## src/rtl/inst_fetch_unit.sv

```systemverilog
// inst_fetch_unit: instruction-fetch stage feeding the decoder.
// Keeps the fetch PC, issues one word request at a time to a
// variable-latency instruction memory, and presents each returned
// instruction with its PC in an output register under valid/ready.
// A redirect retargets the fetch PC; a response that was already in
// flight when the redirect arrived is discarded rather than presented.
module inst_fetch_unit #(
  parameter logic [31:0] RESET_PC = 32'h0040_0000,
  parameter logic [31:0] NOP_INST = 32'h0000_0013
) (
  input  logic        clk,
  input  logic        rst,
  output logic        imem_req,
  output logic [31:0] imem_addr,
  input  logic        imem_valid,
  input  logic [31:0] imem_rdata,
  input  logic        redirect_valid,
  input  logic [31:0] redirect_pc,
  output logic        out_valid,
  input  logic        out_ready,
  output logic [31:0] out_inst,
  output logic [31:0] out_pc,
  output logic [31:0] out_pc4
);

  // IDLE: no request outstanding; WAIT: request outstanding, response wanted;
  // DROP: request outstanding but a redirect made its response stale.
  typedef enum logic [1:0] {
    S_IDLE = 2'd0,
    S_WAIT = 2'd1,
    S_DROP = 2'd2
  } state_t;

  state_t      state;
  logic [31:0] fetch_pc;
  logic [31:0] redirect_tgt;
  logic        load_resp;
  logic        consume;

  // Redirect targets are always word aligned; the low two bits are dropped.
  assign redirect_tgt = redirect_pc & 32'hFFFF_FFFC;

  // A response is presented only when it answers a live request and no
  // redirect arrives in the same cycle (redirect wins).
  assign load_resp = (state == S_WAIT) && !redirect_valid && imem_valid;
  assign consume   = out_valid && out_ready;

  // Request only when nothing is outstanding and the output register will
  // have room by the time the response lands (empty or being consumed now).
  assign imem_req  = rst && (state == S_IDLE) && !redirect_valid &&
                     (!out_valid || out_ready);
  assign imem_addr = fetch_pc;
  assign out_pc4   = out_pc + 32'd4;

  // Fetch control: state transitions and fetch PC updates.
  always_ff @(posedge clk) begin
    if (!rst) begin
      state    <= S_IDLE;
      fetch_pc <= RESET_PC;
    end else begin
      case (state)
        S_IDLE: begin
          // Stray responses in IDLE (e.g. left over from before a reset) are ignored.
          if (redirect_valid) begin
            fetch_pc <= redirect_tgt;
          end else if (imem_req) begin
            state <= S_WAIT;
          end
        end
        S_WAIT: begin
          if (redirect_valid) begin
            fetch_pc <= redirect_tgt;
            state    <= imem_valid ? S_IDLE : S_DROP;
          end else if (imem_valid) begin
            fetch_pc <= fetch_pc + 32'd4;
            state    <= S_IDLE;
          end
        end
        S_DROP: begin
          if (redirect_valid) begin
            fetch_pc <= redirect_tgt;
          end
          if (imem_valid) begin
            state <= S_IDLE;
          end
        end
        default: state <= S_IDLE;
      endcase
    end
  end

  // Output register: redirect flushes, a live response loads, a handshake drains.
  always_ff @(posedge clk) begin
    if (!rst) begin
      out_valid <= 1'b0;
      out_inst  <= NOP_INST;
      out_pc    <= 32'd0;
    end else begin
      if (redirect_valid) begin
        out_valid <= 1'b0;
      end else if (load_resp) begin
        out_valid <= 1'b1;
      end else if (consume) begin
        out_valid <= 1'b0;
      end
      if (load_resp) begin
        out_inst <= imem_rdata;
        out_pc   <= fetch_pc;
      end
    end
  end

endmodule

```

## config.mk

```make
export PLATFORM = sky130hd
export DESIGN_NAME = inst_fetch_unit
export DESIGN_NICKNAME = d
export VERILOG_FILES = /design/src/rtl/inst_fetch_unit.sv
export SDC_FILE = /design/constraint.sdc
export NUM_CORES = 1
export LEC_CHECK = 0
export BUFFER_PORTS_ARGS = -buffer_cell sky130_fd_sc_hd__buf_2
export CAP_MARGIN = 30
export CORE_ASPECT_RATIO = 0.8
export CORE_MARGIN = 5
export CORE_UTILIZATION = 49
export CTS_CLUSTER_DIAMETER = 200
export CTS_CLUSTER_SIZE = 14
export DETAILED_ROUTE_END_ITERATION = 10
export PLACE_DENSITY_LB_ADDON = 0.05
export SLEW_MARGIN = 20
export SYNTH_ARGS = -nofsm -noshare
export SYNTH_HDL_FRONTEND = slang
export SYNTH_SLANG_ARGS = --single-unit
```

## constraint.sdc

```tcl
create_clock -name clk -period 2.5 [get_ports clk]
set_input_delay 0.5 -clock clk [delete_from_list [all_inputs] [get_ports clk]]
set_output_delay 0.5 -clock clk [all_outputs]
set_load 0.1 [all_outputs]
```

==> impl_metrics.json, run 1 <==
{
  "outcome": "finished, violations left",
  "violations": "setup timing",
  "path_max_fanout": 7,
  "path_clk_slew_ps": 60,
  "p_clk_frac": 0.366,
  "skew_ps": 9.90,
  "numPortBuffers": 190,
  "p_sw_uw": 1390,
  "cts_tree": "yes",
  "finalNetCount": 955,
  "combPwrFrac": 0.229,
  "htreeDepth": 3,
  "multi_input_area_mm2": 0.00355,
  "hold_end": "out_inst[0]",
  "p_sw_frac": 0.343,
  "overflow": 0,
  "synth_edf_count": 0,
  "start_kind": "flip-flop",
  "fin_ws_ps": -269,
  "cap_violations": 0,
  "drt_iter0_drc": 627,
  "cts_made_buffers": 9,
  "path_class": "reg -> out",
  "grt_start_max_net_pins": 52,
  "firstDrtPassIters": 6,
  "die_w_um": 123,
  "antenna_found_initial": 0,
  "seq_area_frac_synth": 0.379,
  "worstReg2RegStart": "imem_addr[2]",
  "peakVddDrop_v": 0.000448,
  "remaining_drc_errors": 0,
  "pwr-share-seq": 0.405,
  "r2r_slack_ps": 300,
  "dp_slack_ps": 66.1,
  "timing.hold.ws_ps": 373,
  "ant_nets": 0,
  "hold_depth": 3,
  "routed_via_density": 5.88,
  "die_y_um": 101,
  "place_congestion": 0.980,
  "via_count": 6048,
  "final_layout_size_suffix_gt1_frac": 0.434,
  "num_antenna_cells": 0,
  "dieArea_mm2": 0.0124,
  "track_usage": 0.299,
  "cts.sinks": 95,
  "grt_pass1_wl_mm": 29.6,
  "regArea_mm2": 0.00202,
  "fin_crit_sh": 1.11,
  "finalSetupViolations": 16,
  "synth_area_per_cell_um2": 7.49,
  "worst_ep_arrival_time_ps": 2270,
  "relSlewSlack": 0.408,
  "rows": 33,
  "first_global_vias": 5815,
  "r2r_cells": 5,
  "yosysWarnings": 0,
  "powerDensity_mw_per_mm2": 511,
  "ios": 199,
  "p_int_uw": 2660,
  "period_minus_slack_ps": 2770,
  "yosys_register_bits": 95,
  "timing.rr.end": "imem_addr[28]",
  "rsz0062_at_grt": "yes",
  "worst_setup_path_end_kind": "output port",
  "utilization": 0.783,
  "fill_cells": 708,
  "min_path_type": "in -> reg",
  "clockBufferDepth": 2,
  "clock_latency_ps": 340,
  "yosys_most_used_dff": "dfxtp_1",
  "timing_worst_slew_pin_value_ps": 888,
  "syn-cell-area_mm2": 0.00502,
  "max_freq_ghz": 0.361,
  "hpwlAfterDp_mm": 14.0,
  "p_leak_uw": 0.00339,
  "drv_slew": 0,
  "hold_start": "imem_rdata[0]",
  "cts-root-buf": "clkbuf_16",
  "initial_core_util": 0.496,
  "critPathRequiredTime_ps": 2000,
  "async_flop_share": 0,
  "area_growth_pct": 58.0,
  "postSynthCellCount": 670,
  "design.core.area_mm2": 0.0101,
  "finalHoldViolations": 0,
  "wl_mm": 19.2,
  "wire_per_inst_um": 18.7,
  "synth.distinct_cells": 65
}
==> cells in the mapped netlist, drive strengths merged, types with 15 or more instances <==
master	count	area [um2]
o21ai	18	90.1
nand3	22	123
nor4	20	125
nor3	15	75.1
dfxtp	95	1900
a21oi	80	400
xnor2	16	140
nor2	32	120
nand2	154	578
nand4	25	178
clkbuf	44	165
==> cell type report <==
type / count / area share
Multi-Input combinational cell: 512 / 0.448
Clock buffer: 13 / 0.0355
Timing Repair Buffer: 254 / 0.228
Clock inverter: 3 / 0.00568
Sequential cell: 95 / 0.255
Tap cell: 140 / 0.0221
Inverter: 12 / 0.00568
==> worst max-delay path by stage <==
stage / start / end / slack [ps] / cells past startpoint
after CTS: out_pc[12] / out_pc4[22] / -250 / 7
after global placement: out_pc[11] / out_pc4[22] / 60 / 7
final: out_pc[11] / out_pc4[29] / -270 / 7
after global routing: out_pc[3] / out_pc4[22] / -360 / 6
after floorplan: out_pc[16] / out_pc4[31] / -480 / 5
after detailed placement: out_pc[12] / out_pc4[22] / 70 / 7
==> logic make-up after synthesis <==
| group | synth area share |
|---|---|
| simple gates | 0.314 |
| compound gates | 0.194 |
| flops | 0.379 |
| buf+inv | 0.0564 |
| xor+xnor | 0.0489 |
| fa+ha+maj | 0.00499 |
| other cells | 0.000747 |
| mux | 0.00224 |
==> state kept, by name, summed over array words and instances (netlist names) <==
| name | count |
|---|---|
| imem_addr | 30 |
| out_valid | 1 |
| out_pc | 30 |
| out_inst | 32 |
| state | 2 |
==> worst max-delay path: stages (launching register included) <==
cell,delay [ps]
dfxtp_4,340
nand4_1,140
or4_4,560
buf_12,170
nor4_4,230
buf_4,180
xnor2_4,120
buf_12,190
==> cell usage in the layout (no fill, tap or decap), types with 20 or more instances in the layout <==
cell     synthesis  layout
buf_2            4     166
nand2_1        154     151
nand3_1         21      20
buf_4            6      56
dfxtp_2          0      21
dfxtp_1         95      49
nor2_1          32      25
buf_12           0      23
dfxtp_4          0      25
a21oi_1         80      80
nand4_1         23      23
==> repair_timing <==
| item | in CTS | in global routing |
|---|---|---|
| setup endpoints to repair | 21 | 23 |
| buffers inserted | 5 | 9 |
| pin swaps | 13 | 17 |
| gates resized for setup | 20 | 17 |
| hold buffers | 0 | 0 |
==> routing by layer <==
layer,track usage,part of all wire,routed length [um],vias up
met5,0,0,0,-
met4,0.108,0.026,509,0
met3,0.0640,0.095,1840,47
met2,0.487,0.48,9300,339
met1,0.393,0.39,7590,2844
li1,-,-,-,2818
==> per-stage QoR <==
step | setup TNS (ps) | cell area [um2] | cells | total power, uW
floorplan | -4290 | 5740 | 675 | 2340
global placement | 0 | 7360 | 1001 | 2570
detailed placement | 0 | 7360 | 1001 | 2590
CTS | -2560 | 7820 | 1022 | 4050
global route | -4440 | 7930 | 1029 | 4170
finish | -2960 | 7930 | 1029 | 4050
==> power groups by stage <==
stage	logic (uW)	registers, uW	clock network [uW]
2_1_floorplan	304	2040	0
6_report	928	1640	1480
5_1_grt	969	1650	1550
3_5_place_dp	918	1670	0
4_1_cts	920	1630	1490
3_3_place_gp	906	1670	0
Note: power is estimated with default switching activity, not from simulation.
==> run 2, diff against run 1 <==
--- a/config.mk
+++ b/config.mk
@@ -8,12 +8,13 @@
 export BUFFER_PORTS_ARGS = -buffer_cell sky130_fd_sc_hd__buf_2
 export CAP_MARGIN = 30
 export CORE_ASPECT_RATIO = 0.8
-export CORE_MARGIN = 5
+export CORE_MARGIN = 2
 export CORE_UTILIZATION = 49
 export CTS_CLUSTER_DIAMETER = 200
 export CTS_CLUSTER_SIZE = 14
 export DETAILED_ROUTE_END_ITERATION = 10
 export PLACE_DENSITY_LB_ADDON = 0.05
+export SKIP_CTS_REPAIR_TIMING = 1
 export SLEW_MARGIN = 20
 export SYNTH_ARGS = -nofsm -noshare
 export SYNTH_HDL_FRONTEND = slang
==> impl_metrics.json, run 2 (synthesis results as in run 1) <==
{
  "finalSetupViolations": 18,
  "cap_violations": 0,
  "rsz0062_at_grt": "yes",
  "path_max_fanout": 3,
  "dp_slack_ps": -11.5,
  "first_global_vias": 5261,
  "path_cells": "nand4_1 > buf_4 > or4_4 > buf_8 > nor4_4 > xor2_4 > buf_12",
  "start_kind": "flip-flop",
  "htreeDepth": 3,
  "via_count": 5982,
  "drv_slew": 0,
  "finalHoldViolations": 0,
  "ant_nets": 0,
  "final_layout_size_suffix_gt1_frac": 0.420,
  "firstDrtPassIters": 5,
  "drt_iter0_drc": 517,
  "track_usage": 0.313,
  "dieArea_mm2": 0.0111,
  "critPathRequiredTime_ps": 2000,
  "clock_latency_ps": 350,
  "numPortBuffers": 190,
  "fin_crit_sh": 1.12,
  "wire_per_inst_um": 17.5,
  "hpwlAfterDp_mm": 13.3,
  "overflow": 0,
  "die_w_um": 117,
  "wl_mm": 17.9,
  "final_cell_area_mm2": 0.00778,
  "worst_ep_arrival_time_ps": 2290,
  "skew_ps": 7.70,
  "antenna_found_initial": 0,
  "path_delay_family": "simple AND/OR/NAND/NOR gates",
  "fin_ws_ps": -289,
  "place_congestion": 0.971,
  "largest_reg_flops": 32,
  "cp.buffers_inverters": 3,
  "num_antenna_cells": 0,
  "path_clk_slew_ps": 70,
  "design.core.area_mm2": 0.0101,
  "die_y_um": 94.5,
  "violations": "setup timing",
  "rows": 33,
  "max_stage_delay_ps": 490,
  "remaining_drc_errors": 0,
  "clockBufferDepth": 2,
  "cts.sinks": 95,
  "min_path_type": "in -> reg",
  "path_class": "reg -> out",
  "period_minus_slack_ps": 2790,
  "peakVddDrop_v": 0.000400,
  "cts-root-buf": "clkbuf_16",
  "max_freq_ghz": 0.359,
  "grt_start_max_net_pins": 45,
  "area_growth_pct": 55.1,
  "initial_core_util": 0.496,
  "powerDensity_mw_per_mm2": 513,
  "ios": 199,
  "cts_made_buffers": 9,
  "regMostFlops": "out_inst",
  "final_common_cell": "buf_2",
  "outcome": "finished, violations left",
  "grt_pass1_wl_mm": 27.0,
  "place_area_mm2": 0.00735,
  "worst_setup_path_end_kind": "output port",
  "timing_worst_slew_pin_value_ps": 695,
  "routed_via_density": 5.88,
  "slowest_stage": "or4_4",
  "p_leak_uw": 0.00327,
  "relSlewSlack": 0.533,
  "layout_common_cells": "buf_2 (168), nand2_1 (154), a21oi_1 (80), dfxtp_1 (49), buf_4 (48)",
  "cts_tree": "yes",
  "finalNetCount": 944
}
run 2: per-layer routing:
metal  GRT usage  vias to the layer above  wire [um]
met1       0.426                     2817       7420
li1            -                     2798          -
met5           0                        -          0
met4       0.116                        0        382
met3      0.0539                       34       1590
met2       0.499                      333       8480
run 2: worst paths after layout:
check | endpoint | start | slack (ps) | cells after the start
max | out_pc4[22] | out_pc[11] | -290 | 7
min | out_inst[4] | imem_rdata[4] | 360 | 3
min reg2reg | out_inst[11] | out_inst[11] | 450 | 2
max reg2reg | imem_addr[28] | imem_addr[2] | 300 | 5
run 2: final cells by class:
cell class              instances  area, um2
well taps                     140        175
clock buffers                  13        292
multi-input cells             512       3500
clock inverters                 3       21.3
inverters                      12       45.0
flip-flops and latches         95       2020
repair buffers                243       1720
fillers                       725       2340
run 2: per-stage QoR:
step / std cells / TNS [ps] / hold slack (ps) / util / total power (uW)
floorplan: 675 / -4290 / 577 / - / 2340
global placement: 1000 / 0 / 438 / 0.727 / 2570
detailed placement: 1000 / -11.5 / 443 / 0.727 / 2580
CTS: 1016 / -4190 / 352 / 0.758 / 3990
global route: 1018 / -4550 / 365 / 0.769 / 4100
finish: 1018 / -3240 / 361 / 0.769 / 3990
run 2: power by group:
part / switching [uW] / internal [uW]
sequential: 86.4 / 1550
combinational: 711 / 217
clock: 605 / 820
total: 1400 / 2590
run 2: worst register-to-register path, stage by stage (launching register included):
cell      delay (ps)
dfxtp_4          390
ha_1             220
nand3_1          130
or4_1            730
or4_1            580
o211ai_1          90
==> run 3, diff against run 2 <==
--- a/config.mk
+++ b/config.mk
@@ -7,7 +7,7 @@
 export LEC_CHECK = 0
 export BUFFER_PORTS_ARGS = -buffer_cell sky130_fd_sc_hd__buf_2
 export CAP_MARGIN = 30
-export CORE_ASPECT_RATIO = 0.8
+export CORE_ASPECT_RATIO = 1.25
 export CORE_MARGIN = 2
 export CORE_UTILIZATION = 49
 export CTS_CLUSTER_DIAMETER = 200
==> impl_metrics.json, run 3 (synthesis results as in run 1) <==
{
  "outcome": "finished, violations left",
  "violations": "setup timing",
  "clockBufferDepth": 2,
  "place_area_mm2": 0.00733,
  "timing.rr.end": "imem_addr[28]",
  "startpoint": "out_pc[3]",
  "critPathRequiredTime_ps": 2000,
  "wl_met1_mm": 7.11,
  "dieArea_mm2": 0.0111,
  "peakVddDrop_v": 0.000410,
  "ant_nets": 0,
  "finalHoldViolations": 0,
  "p_leak_uw": 0.00329,
  "numPortBuffers": 190,
  "utilization": 0.775,
  "final_cell_area_mm2": 0.00779,
  "initial_core_util": 0.499,
  "period_minus_slack_ps": 2900,
  "multi_input_area_mm2": 0.00350,
  "cts.sinks": 95,
  "first_global_vias": 5597,
  "relSlewSlack": 0.548,
  "fin_ws_ps": -396,
  "cts_tree": "yes",
  "path_clk_slew_ps": 70,
  "final_layout_size_suffix_gt1_frac": 0.427,
  "ios": 199,
  "area_growth_pct": 55.3,
  "drv_slew": 0,
  "fill_cells": 715,
  "fin_crit_sh": 1.16,
  "r2r_cells": 5,
  "max_freq_ghz": 0.345,
  "htreeDepth": 3,
  "design.core.area_mm2": 0.0101,
  "drt_iter0_drc": 333,
  "finalNetCount": 951,
  "cap_violations": 0,
  "dp_slack_ps": -10.5,
  "routed_via_density": 5.98,
  "skew_ps": 13.8,
  "remaining_drc_errors": 0,
  "grt_pass1_wl_mm": 27.8,
  "regMostFlops": "out_inst",
  "crit_end": "out_pc4[24]",
  "antenna_found_initial": 1,
  "worst_ep_arrival_time_ps": 2400,
  "die_w_um": 94.5,
  "final_common_cell": "buf_2",
  "layout_common_cells": "buf_2 (166), nand2_1 (152), a21oi_1 (80), buf_4 (55), dfxtp_1 (49)",
  "worst_setup_path_end_kind": "output port",
  "wire_per_inst_um": 18.7,
  "worstReg2RegStart": "imem_addr[2]",
  "overflow": 0,
  "timing_worst_slew_pin_value_ps": 673,
  "final.setup.tns_ps": -3860,
  "r2r_slack_ps": 240,
  "met2_length_mm": 9.95,
  "regArea_mm2": 0.00202,
  "cts-root-buf": "clkbuf_16",
  "met3_length_mm": 1.33,
  "cts_made_buffers": 9,
  "grt_start_max_net_pins": 46,
  "hpwlAfterDp_mm": 13.8,
  "wl_mm": 19.0,
  "min_path_type": "in -> reg",
  "via_count": 6070,
  "path_max_fanout": 4,
  "rows": 41,
  "place_congestion": 0.929,
  "die_y_um": 117,
  "routed.top_layer": "met4",
  "finalSetupViolations": 18,
  "powerDensity_mw_per_mm2": 508,
  "clock_latency_ps": 340,
  "start_kind": "flip-flop",
  "largest_reg_flops": 32,
  "track_usage": 0.322,
  "path_class": "reg -> out",
  "rsz0062_at_grt": "yes",
  "firstDrtPassIters": 5
}
==> run 3: cell count changes in the layout (fill, tap and decap cells not counted), moves of 2 or more <==
cell,change
buf_2,-2
buf_8,-2
buf_6,+4
buf_12,-2
nand2_1,-2
buf_4,+7
clkbuf_8,-3
clkbuf_4,+2
nand2_4,+2
==> run 3: worst min-delay path by stage <==
stage / cells past startpoint / startpoint / to
floorplan: 1 / imem_valid / state[1]
global placement: 2 / out_inst[30] / out_inst[30]
detailed placement: 2 / out_inst[21] / out_inst[21]
CTS: 3 / imem_rdata[4] / out_inst[4]
global route: 3 / imem_rdata[4] / out_inst[4]
finish: 3 / imem_rdata[4] / out_inst[4]
==> run 3: final cells by class <==
type / instances / area share
Clock inverter: 6 / 0.00947
Sequential cell: 95 / 0.260
Tap cell: 129 / 0.0207
Timing Repair Buffer: 250 / 0.225
Multi-Input combinational cell: 512 / 0.449
Antenna cell: 1 / 0.000321
Inverter: 12 / 0.00578
Clock buffer: 10 / 0.0294
==> run 3: worst max-delay path: stages (launching register included) <==
cell,delay [ps]
dfxtp_4,370
ha_4,130
nand4_1,150
or4_1,530
buf_6,160
buf_4,140
nor3_4,200
xor2_4,190
buf_12,190
==> run 3: per-layer routing <==
metal,track usage,up-vias
met5,0,-
met4,0.142,0
met1,0.389,2872
met2,0.566,327
met3,0.0512,56
li1,-,2815
==> run 3: metrics by stage <==
stage / power [uW] / hold slack, ps / instances
6_report: 3960 / 370 / 1015
3_3_place_gp: 2560 / 438 / 988
4_1_cts: 3960 / 364 / 1004
5_1_grt: 4060 / 382 / 1014
2_1_floorplan: 2340 / 577 / 675
3_5_place_dp: 2580 / 443 / 988
==> run 3: report_power, final <==
part	switching, uW	internal [uW]
Clock	613	790
Sequential	104	1550
Combinational	693	206
Total	1410	2550
